--- config.mk ---
export PLATFORM = sky130hd
export DESIGN_NAME = wb_write_arbiter
export DESIGN_NICKNAME = d
export VERILOG_FILES = /design/src/rtl/wb_write_arbiter.sv
export SDC_FILE = /design/constraint.sdc
export NUM_CORES = 1
export LEC_CHECK = 0
export CAP_MARGIN = 20
export CORE_ASPECT_RATIO = 1.25
export CORE_MARGIN = 2
export CORE_UTILIZATION = 48
export CTS_CLUSTER_SIZE = 25
export DETAILED_ROUTE_END_ITERATION = 10
export PLACE_DENSITY_LB_ADDON = 0.12
export SLEW_MARGIN = 20
export SYNTH_ARGS = -nofsm -noshare
export SYNTH_HDL_FRONTEND = slang
export SYNTH_SLANG_ARGS = --single-unit
--- constraint.sdc ---
create_clock -name clk -period 6 [get_ports clk]
set_input_delay 1.2 -clock clk [delete_from_list [all_inputs] [get_ports clk]]
set_output_delay 1.2 -clock clk [all_outputs]
set_load 0.05 [all_outputs]
--- src/rtl/wb_write_arbiter.sv ---
// ---------------------------------------------------------------------------
// wb_write_arbiter
//
// Merges the in-order pipeline writeback stream (primary) with results from
// long-latency units (secondary) onto the single GPR write port. Secondary
// results wait in a small FIFO. A primary write to register X kills every
// queued entry that targets X, because the queued result is older and would
// otherwise overwrite the newer value (WAW). The hazard unit sees a mask of
// registers with writes still in flight, plus a stall request when the FIFO
// head has lost arbitration for too long.
//
// Parameters:
//   DEPTH       secondary FIFO entries (power of two, 2..8)
//   STARVE_MAX  consecutive lost cycles before stall_req asserts (1..15)
//
// Ports:
//   clk        in   clock, rising edge
//   reset      in   synchronous active-high reset
//   p_valid    in   primary write request (no backpressure)
//   p_rw       in   primary destination register (0 = idle)
//   p_wd       in   primary write data
//   s_valid    in   secondary result valid
//   s_ready    out  secondary accept (transfer on s_valid && s_ready)
//   s_rw       in   secondary destination register (0 = accepted, dropped)
//   s_wd       in   secondary write data
//   regWrite   out  GPR write enable, registered
//   rw         out  GPR write address, registered (holds when idle)
//   Wd         out  GPR write data, registered (holds when idle)
//   pend_mask  out  bit i set while a live FIFO entry targets register i
//   stall_req  out  registered request to hold p_valid low
//
// Build option:
//   WB_BYPASS_EN  when defined, a secondary result arriving with the FIFO
//                 empty and the primary idle goes straight to the output
//                 registers (1-cycle latency) without entering the FIFO.
// ---------------------------------------------------------------------------
module wb_write_arbiter #(
    parameter int DEPTH      = 4,
    parameter int STARVE_MAX = 3
) (
    input  logic        clk,
    input  logic        reset,
    input  logic        p_valid,
    input  logic [4:0]  p_rw,
    input  logic [31:0] p_wd,
    input  logic        s_valid,
    output logic        s_ready,
    input  logic [4:0]  s_rw,
    input  logic [31:0] s_wd,
    output logic        regWrite,
    output logic [4:0]  rw,
    output logic [31:0] Wd,
    output logic [31:0] pend_mask,
    output logic        stall_req
);

    localparam int PTR_W = $clog2(DEPTH);
    localparam int CNT_W = PTR_W + 1;
    localparam logic [CNT_W-1:0] FULL_C   = CNT_W'(DEPTH);
    localparam logic [3:0]       STARVE_C = 4'(STARVE_MAX);

    // FIFO storage and bookkeeping
    logic [4:0]       fifo_rw_q [DEPTH];
    logic [31:0]      fifo_wd_q [DEPTH];
    logic [DEPTH-1:0] live_q, live_d;
    logic [PTR_W-1:0] wr_ptr_q, wr_ptr_d;
    logic [PTR_W-1:0] rd_ptr_q, rd_ptr_d;
    logic [CNT_W-1:0] count_q, count_d;

    // Starvation tracking
    logic [3:0] starve_q, starve_d;
    logic       stall_q, stall_d;

    // Output port registers
    logic        out_we_q, out_we_d;
    logic [4:0]  out_rw_q, out_rw_d;
    logic [31:0] out_wd_q, out_wd_d;

    logic p_act, fifo_empty, push, store, pop, head_live, bypass;
    logic [31:0] pend_c;

    assign p_act      = p_valid && (p_rw != 5'd0);
    assign fifo_empty = (count_q == '0);
    // Depends only on registered occupancy so s_ready has no path from
    // this cycle's pops; a full FIFO refuses even if it drains this cycle.
    assign s_ready    = !reset && (count_q < FULL_C);
    assign push       = s_valid && s_ready;
    // The head pops whenever primary does not claim the port, live or not:
    // a dead head still burns its slot but produces no GPR write.
    assign pop        = !fifo_empty && !p_act;
    assign head_live  = live_q[rd_ptr_q];

`ifdef WB_BYPASS_EN
    assign bypass = push && fifo_empty && !p_act && (s_rw != 5'd0);
`else
    assign bypass = 1'b0;
`endif

    // Register 0 results are acknowledged but never queued.
    assign store = push && (s_rw != 5'd0) && !bypass;

    always_comb begin
        // NOTE: every output of this block gets a default first so no path
        // leaves a value unassigned, which would infer a latch.
        wr_ptr_d = wr_ptr_q;
        rd_ptr_d = rd_ptr_q;
        count_d  = count_q;
        live_d   = live_q;
        out_we_d = 1'b0;
        out_rw_d = out_rw_q;
        out_wd_d = out_wd_q;

        if (p_act) begin
            out_we_d = 1'b1;
            out_rw_d = p_rw;
            out_wd_d = p_wd;
        end else if (pop && head_live) begin
            out_we_d = 1'b1;
            out_rw_d = fifo_rw_q[rd_ptr_q];
            out_wd_d = fifo_wd_q[rd_ptr_q];
        end else if (bypass) begin
            out_we_d = 1'b1;
            out_rw_d = s_rw;
            out_wd_d = s_wd;
        end

        // WAW squash of queued entries that are older than the primary write.
        for (int i = 0; i < DEPTH; i++) begin
            if (p_act && live_q[i] && (fifo_rw_q[i] == p_rw)) begin
                live_d[i] = 1'b0;
            end
        end

        if (pop) begin
            live_d[rd_ptr_q] = 1'b0;
            rd_ptr_d         = rd_ptr_q + PTR_W'(1);
        end

        // An entry pushed alongside a primary write to the same register is
        // already stale, so it enters the FIFO dead.
        if (store) begin
            live_d[wr_ptr_q] = !(p_act && (s_rw == p_rw));
            wr_ptr_d         = wr_ptr_q + PTR_W'(1);
        end

        case ({store, pop})
            2'b10:   count_d = count_q + CNT_W'(1);
            2'b01:   count_d = count_q - CNT_W'(1);
            default: count_d = count_q;
        endcase
    end

    // Counts consecutive cycles the head loses to primary, saturating at
    // STARVE_MAX; stall_req follows the next counter value so it rises the
    // cycle after the limit is hit and falls the cycle after the pop.
    always_comb begin
        starve_d = starve_q;
        if (fifo_empty || pop) begin
            starve_d = 4'd0;
        end else if (starve_q != STARVE_C) begin
            starve_d = starve_q + 4'd1;
        end
        stall_d = (starve_d == STARVE_C);
    end

    always_comb begin
        pend_c = 32'd0;
        for (int i = 0; i < DEPTH; i++) begin
            if (live_q[i]) begin
                pend_c[fifo_rw_q[i]] = 1'b1;
            end
        end
        pend_c[0] = 1'b0;
    end

    // NOTE: sequential state uses non-blocking assignments so every register
    // samples its pre-edge inputs regardless of statement order.
    always_ff @(posedge clk) begin
        if (reset) begin
            wr_ptr_q <= '0;
            rd_ptr_q <= '0;
            count_q  <= '0;
            live_q   <= '0;
            starve_q <= 4'd0;
            stall_q  <= 1'b0;
            out_we_q <= 1'b0;
            out_rw_q <= 5'd0;
            out_wd_q <= 32'd0;
        end else begin
            wr_ptr_q <= wr_ptr_d;
            rd_ptr_q <= rd_ptr_d;
            count_q  <= count_d;
            live_q   <= live_d;
            starve_q <= starve_d;
            stall_q  <= stall_d;
            out_we_q <= out_we_d;
            out_rw_q <= out_rw_d;
            out_wd_q <= out_wd_d;
        end
    end

    // NOTE: payload storage is not reset; an entry is only ever read while
    // its slot is occupied, and occupancy/live bits are reset above.
    always_ff @(posedge clk) begin
        if (store) begin
            fifo_rw_q[wr_ptr_q] <= s_rw;
            fifo_wd_q[wr_ptr_q] <= s_wd;
        end
    end

    assign regWrite  = out_we_q;
    assign rw        = out_rw_q;
    assign Wd        = out_wd_q;
    assign pend_mask = pend_c;
    assign stall_req = stall_q;

endmodule

==> flow_summary_export.csv, run 1 <==
group,metric,value,unit
run_status,outcome,"complete, no violations",
place,detailed_place_hpwl,14700,µm
sta,tns,0,ns
sta,fin_crit_sh,74.3,%
yosys,yosysWarnings,0,
cells_and_area,area_delta_synth_final,25.0,%
floorplan,ios,150,
worst_setup_path,r2r_cells,5,
global_route,grtUsageMet2,40.5,%
worst_setup_path,critPathArrivalTime,3.26,ns
worst_hold_path,hold_path_class,"register to register",
clock_tree,clock_latency,0.48,ns
global_route,grt_overflow_total,0,
clock_tree,clockBufferDepth,3,
floorplan,row_count,56,
sta,final_hold_viol_count,0,
place,placed_area,10600,µm²
floorplan,die_x,127,µm
cells_and_area,fin_cells,979,
worst_setup_path,cp_data_required_time,4.80,ns
worst_setup_path,worst_setup_path_end_kind,"output port",
sta,slew_viol_final,0,
drt,ant_nets,0,
place,place_inst,943,
sta,clock_skew,0.00559,ns
worst_setup_path,worstPathMaxFanout,22,
drt,via_per_inst,6.12,
floorplan,die_height,158,µm
sta,fin_crit,4.46,ns
drt,wire_per_inst,23.3,µm
cells_and_area,layout.nets,822,
drt,first_iter_violations,504,
clock_tree,cts_sinks,204,
drt,drt-pass1-iter-count,5,
global_route,antenna_found_initial,0,
yosys,yosysUniqueCellTypes,46,
global_route,use_met3,4.09,%
clock_tree,cts_made_buffers,20,
drt,via_count,5988,
sta,slew_headroom,30.6,%
sta,setup_viol,0,
clock_tree,cts_root_buffer,"clkbuf_16",
pwr,ir_worst_vdd,254,µV
worst_setup_path,worstSetupPathType,"input pin to output port",
drt,wirelength,22800,µm
global_route,grt_use_total,22.7,%
yosys,syn_inst,606,
drt,drcViolationCount,0,
clock_tree,cts_resized,0,
place,gp_congestion,0.945,
clock_tree,postCtsSetupBuffers,0,
worst_setup_path,r2r-start,"rd_ptr_q[0]",
worst_hold_path,min_from,"rw[2]",
place,portBuffers,148,
global_route,grt_pass1_wl,34900,µm
flow_run,maxCapViolations,0,
cells_and_area,finish.utilization,60.7,%
worst_setup_path,worstSetupEndpoint,"s_ready",
pwr,leakage,3.71,nW
cells_and_area,design_area,11300,µm²
global_route,grt_max_degree,38,
yosys,synth_area_per_cell,14.9,µm²
yosys,synth.cell_area,9060,µm²
pwr,power.density,303,nW/µm²
floorplan,start_util,48.6,%
yosys,yosys_register_bits,204,
global_route,grt_pass1_vias,6248,
clock_tree,cts_tree,"done",
yosys,syn_nets,695,
global_route,grt.met1_usage,28.2,%
sta,rsz0062_at_grt,"no",
worst_setup_path,reg2reg_slack,3.46,ns
yosys,ys_seq_area_share,61.5,%
global_route,busiest_layer,"met2",
floorplan,die_area,20000,µm²
clock_tree,holdBufCountCts,0,
worst_setup_path,worstSetupStartpoint,"reset",
sta,tightest_slew,1.04,ns
clock_tree,clk_pin_slew,0.06,ns
worst_setup_path,timing.rr.end,"Wd[13]",
cells_and_area,drive_gt1_share,12.2,%
floorplan,fp.coreArea,18600,µm²
clock_tree,htree_levels,1,
cells_and_area,antennaDiodeCount,0,
worst_setup_path,cp-start-kind,"input pin",
sta,fmax,224,MHz
## worst max-delay path: stages
cell	delay, ns
clkdlybuf4s50_1	0.87
nor2_1	0.33
clkdlybuf4s50_1	0.85
## cell usage in the layout, fill, tap and decap left out, types with 6 or more instances in the layout
cell type / n
a22oi_1: 17
nor2_1: 23
and2_1: 35
a221o_1: 54
xnor2_1: 19
nand3b_1: 10
edfxtp_1: 148
nor4_1: 7
mux4_2: 38
dfxtp_1: 54
o22ai_1: 18
clkbuf_16: 22
o221ai_1: 17
ha_1: 10
and3b_1: 6
inv_1: 8
xor2_1: 13
clkdlybuf4s50_1: 148
nand3_1: 10
nand2_1: 12
nor3b_1: 8
## stage by stage
stage	power [mW]	worst slack, ns	hold WS, ns
CTS	3.46	1.53	0.492
global placement	2.19	1.60	0.469
floorplan	2.01	2.40	0.505
detailed placement	2.20	1.56	0.470
global route	3.55	1.48	0.499
finish	3.43	1.54	0.487
## metal layers
| metal | up-vias | share of wire, % |
|---|---|---|
| li1 | 2695 | - |
| met1 | 2939 | 40 |
| met2 | 301 | 50 |
| met3 | 53 | 6.6 |
| met4 | 0 | 2.8 |
| met5 | - | 0 |
## cell type report
cell class / instances / area [µm²]
clock inverters: 9 / 82.6
fillers: 1430 / 7320
well taps: 232 / 290
inverters: 13 / 48.8
repair buffers: 151 / 1500
multi-input cells: 343 / 3220
flip-flops and latches: 204 / 5570
clock buffers: 27 / 599
## logic make-up after synthesis
kind of cell | share of synthesized area [%]
buffers and inverters | 3.15
multiplexers | 9.89
XOR/XNOR | 3.09
AO/OA/AOI/OAI | 11.2
other | 0.0414
flip-flops | 61.5
AND/OR/NAND/NOR | 9.59
adder cells (fa/ha/maj) | 1.60
## registers in the layout, indices dropped and copies added, names as in the netlist, named ones only
register,flops
Wd,32
fifo_rw_q,20
rw,5
fifo_wd_q,128
wr_ptr_q,2
stall_req,1
live_q,4
rd_ptr_q,2
count_q,3
regWrite,1
starve_q,4
## how the worst min path moves through the flow
stage,endpoint,slack (ns),cells past startpoint
2_1_floorplan,count_q[2],0.51,2
4_1_cts,rw[2],0.49,1
6_report,rw[2],0.49,1
3_5_place_dp,Wd[27],0.47,1
3_3_place_gp,Wd[16],0.47,1
5_1_grt,Wd[22],0.50,1
## synth_stat cells (all sizes together)
master | count | area share (%)
edfxtp | 148 | 49
dfxtp | 56 | 12
a221o | 54 | 6.0
mux4 | 38 | 9.5
and2 | 35 | 2.4
clkbuf | 26 | 1.1
nor2 | 23 | 0.95
buf | 20 | 1.5
xnor2 | 19 | 1.8
o22ai | 18 | 1.2
a22oi | 17 | 1.4
o221ai | 17 | 1.6
inv | 13 | 0.54
xor2 | 13 | 1.3
nand2 | 12 | 0.50
ha | 10 | 1.4
nand3 | 10 | 0.55
nand3b | 10 | 0.83
nor3b | 10 | 0.83
nor4 | 7 | 0.48
and3 | 6 | 0.41
and3b | 6 | 0.58
nor3 | 6 | 0.76
or3b | 5 | 0.48
mux2i | 4 | 0.44
nand2b | 4 | 0.28
or3 | 4 | 0.28
a21oi | 3 | 0.17
a211oi | 2 | 0.22
a21o | 1 | 0.083
conb | 1 | 0.041
fa | 1 | 0.22
nor2b | 1 | 0.15
o2111ai | 1 | 0.097
o21a | 1 | 0.083
o21ai | 1 | 0.055
o311a | 1 | 0.11
o31a | 1 | 0.097
or4 | 1 | 0.083
## report_power, final
group	leakage [nW]	internal (mW)	switching [mW]
sequential	1.80	1.58	0.0476
clock	0.334	0.750	0.512
combinational	1.57	0.238	0.300
total	3.71	2.57	0.860
Power figures use the tool's default switching activity.
==> run 2: changes to the inputs <==
==> constraint.sdc (replaced) <==
create_clock -name clk -period 4.4 [get_ports clk]
set_input_delay 0.88 -clock clk [delete_from_list [all_inputs] [get_ports clk]]
set_output_delay 0.88 -clock clk [all_outputs]
set_load 0.05 [all_outputs]
==> run 2 against run 1 <==
  * Die area unchanged
  * Largest cell class unchanged
  * Sequential power up 37%
  * Via count rose by 2.1%
  * Power is 39% higher
  * Critical path type is now register to output port
  * First-iteration DRC count rose by 0.20%
  * Highest routed layer unchanged
  * Worst setup slack lost 0.90 ns
  * Critical path depth grew 2
  * Combinational power up 34%
  * Non-clock buffer count rose by 10
==> flow_summary_export.csv, run 2 (same netlist as run 1, synthesis figures left out) <==
group,metric,value,unit
flow_run,maxCapViolations,0,
sta,fmax,266,MHz
worst_setup_path,cp-start-kind,"register",
drt,ant_nets,0,
global_route,antenna_found_initial,0,
drt,via_per_inst,6.18,
run_status,outcome,"complete, no violations",
cells_and_area,top_register,"fifo_wd_q",
worst_setup_path,worst_setup_path_end_kind,"output port",
sta,tightest_slew,1.07,ns
place,detailed_place_hpwl,16400,µm
pwr,comb_power_share,15.2,%
clock_tree,cts_sinks,204,
floorplan,die_x,127,µm
drt,drt-pass1-iter-count,5,
global_route,grt_pass1_wl,36700,µm
clock_tree,cts_root_buffer,"clkbuf_16",
worst_setup_path,worstPathMaxFanout,8,
sta,rsz0062_at_grt,"no",
cells_and_area,drive_gt1_share,12.8,%
floorplan,die_height,158,µm
pwr,leakage,3.76,nW
cells_and_area,regArea,5570,µm²
sta,final_hold_viol_count,0,
cells_and_area,antennaDiodeCount,0,
floorplan,ios,150,
floorplan,fp.coreArea,18600,µm²
place,gp_congestion,0.947,
clock_tree,cts_tree,"done",
drt,wire_per_inst,24.4,µm
clock_tree,cts_made_buffers,20,
global_route,grt_pass1_vias,6477,
sta,tns,0,ns
drt,via_count,6115,
floorplan,start_util,48.6,%
clock_tree,holdBufCountCts,0,
cells_and_area,layout.nets,832,
pwr,power.internal,3.59,mW
clock_tree,clock_latency,0.48,ns
worst_setup_path,cp_data_required_time,3.52,ns
cells_and_area,largest_register_ffs,128,
drt,drcViolationCount,0,
global_route,grt_use_total,23.9,%
clock_tree,postCtsSetupBuffers,0,
worst_setup_path,slowest_delay,0.87,ns
pwr,seqPwrFrac,47.0,%
clock_tree,clk_pin_slew,0.06,ns
worst_setup_path,worstSetupPathType,"register to output port",
sta,slew_headroom,28.6,%
cells_and_area,n_fill_cell,1406,
pwr,pwr-share-clk,37.8,%
sta,slew_viol_final,0,
drt,wirelength,24100,µm
cells_and_area,area_delta_synth_final,26.2,%
place,portBuffers,148,
sta,setup_viol,0,
clock_tree,htree_levels,1,
worst_setup_path,slowest_stage,"clkdlybuf4s50_1",
pwr,power.density,417,nW/µm²
sta,fin_crit,3.76,ns
global_route,grt_max_degree,38,
pwr,ir_worst_vdd,322,µV
clock_tree,cts_resized,0,
cells_and_area,final_common_cell,"edfxtp_1",
pwr,netSwitchingFraction,24.6,%
worst_setup_path,critPathArrivalTime,2.88,ns
worst_setup_path,path_cells,"nand2_1 > nor2_1 > a22oi_1 > o221ai_1 > clkdlybuf4s50_1",
sta,fin_crit_sh,85.4,%
clock_tree,clockBufferDepth,3,
cells_and_area,final_cell_mix,"edfxtp_1, clkdlybuf4s50_1, dfxtp_1, a221o_1, mux4_2",
drt,first_iter_violations,505,
floorplan,die_area,20000,µm²
floorplan,row_count,56,
cells_and_area,multiInputGateArea,3210,µm²
sta,clock_skew,0.0137,ns
pwr,switchingPower,1.17,mW
worst_hold_path,hold_path_class,"register to register",
global_route,grt_overflow_total,0,
cells_and_area,finish.utilization,61.3,%
run 2: cell count changes in the layout (fill, tap and decap cells not counted), sizes merged:
| cell | previous run | this run |
|---|---|---|
| clkinvlp | 2 | 3 |
| buf | 3 | 14 |
| clkdlybuf4s50 | 148 | 147 |
| clkbuf | 27 | 23 |
| clkinv | 4 | 6 |
| bufinv | 1 | 4 |
| inv | 15 | 13 |
run 2: area by class of cell:
type | instances | share of cell area [%]
tap | 232 | 2.54
inverter | 13 | 0.427
clock buffer | 23 | 4.66
sequential | 204 | 48.7
timing repair buffer | 161 | 14.0
multi-input combinational | 343 | 28.1
clock inverter | 13 | 1.51
run 2: power groups by stage:
stage	registers (mW)	logic [mW]	clock network (mW)
after floorplan	2.35	0.388	0
after global placement	2.28	0.714	0
after detailed placement	2.28	0.725	0
after CTS	2.24	0.727	1.84
after global routing	2.25	0.766	1.92
final	2.24	0.722	1.80
run 2: worst paths after layout:
kind | from | end | slack [ns] | cells past startpoint
worst max-delay path | fifo_rw_q[1][1] | pend_mask[18] | 0.64 | 5
worst min-delay path | Wd[3] | Wd[3] | 0.49 | 1
worst max register to register | rd_ptr_q[0] | Wd[18] | 1.87 | 5
worst min register to register | Wd[3] | Wd[3] | 0.49 | 1
run 2: metrics by stage:
stage	cell area, µm²	setup slack, ns	hold slack [ns]	instances	total power [mW]
after floorplan	9060	1.12	0.505	606	2.74
after global placement	10700	0.787	0.474	953	2.99
after detailed placement	10700	0.718	0.472	953	3.01
after CTS	11400	0.653	0.489	989	4.80
after global routing	11400	0.560	0.516	989	4.94
final	11400	0.642	0.489	989	4.76
run 2: routing by layer:
| metal | up-vias | part of all wire [%] | GRT usage [%] |
|---|---|---|---|
| met4 | 0 | 2.7 | 8.58 |
| met2 | 272 | 53 | 45.1 |
| met1 | 3076 | 38 | 27.5 |
| li1 | 2709 | - | - |
| met5 | - | 0 | 0 |
| met3 | 58 | 6.2 | 3.79 |
run 2: critical path: cells and delay by family (launching register included):
kind,cells,cell delay [ns]
buf+inv,1,0.87
simple gates,2,0.71
compound gates,2,0.35
flops,1,0.45
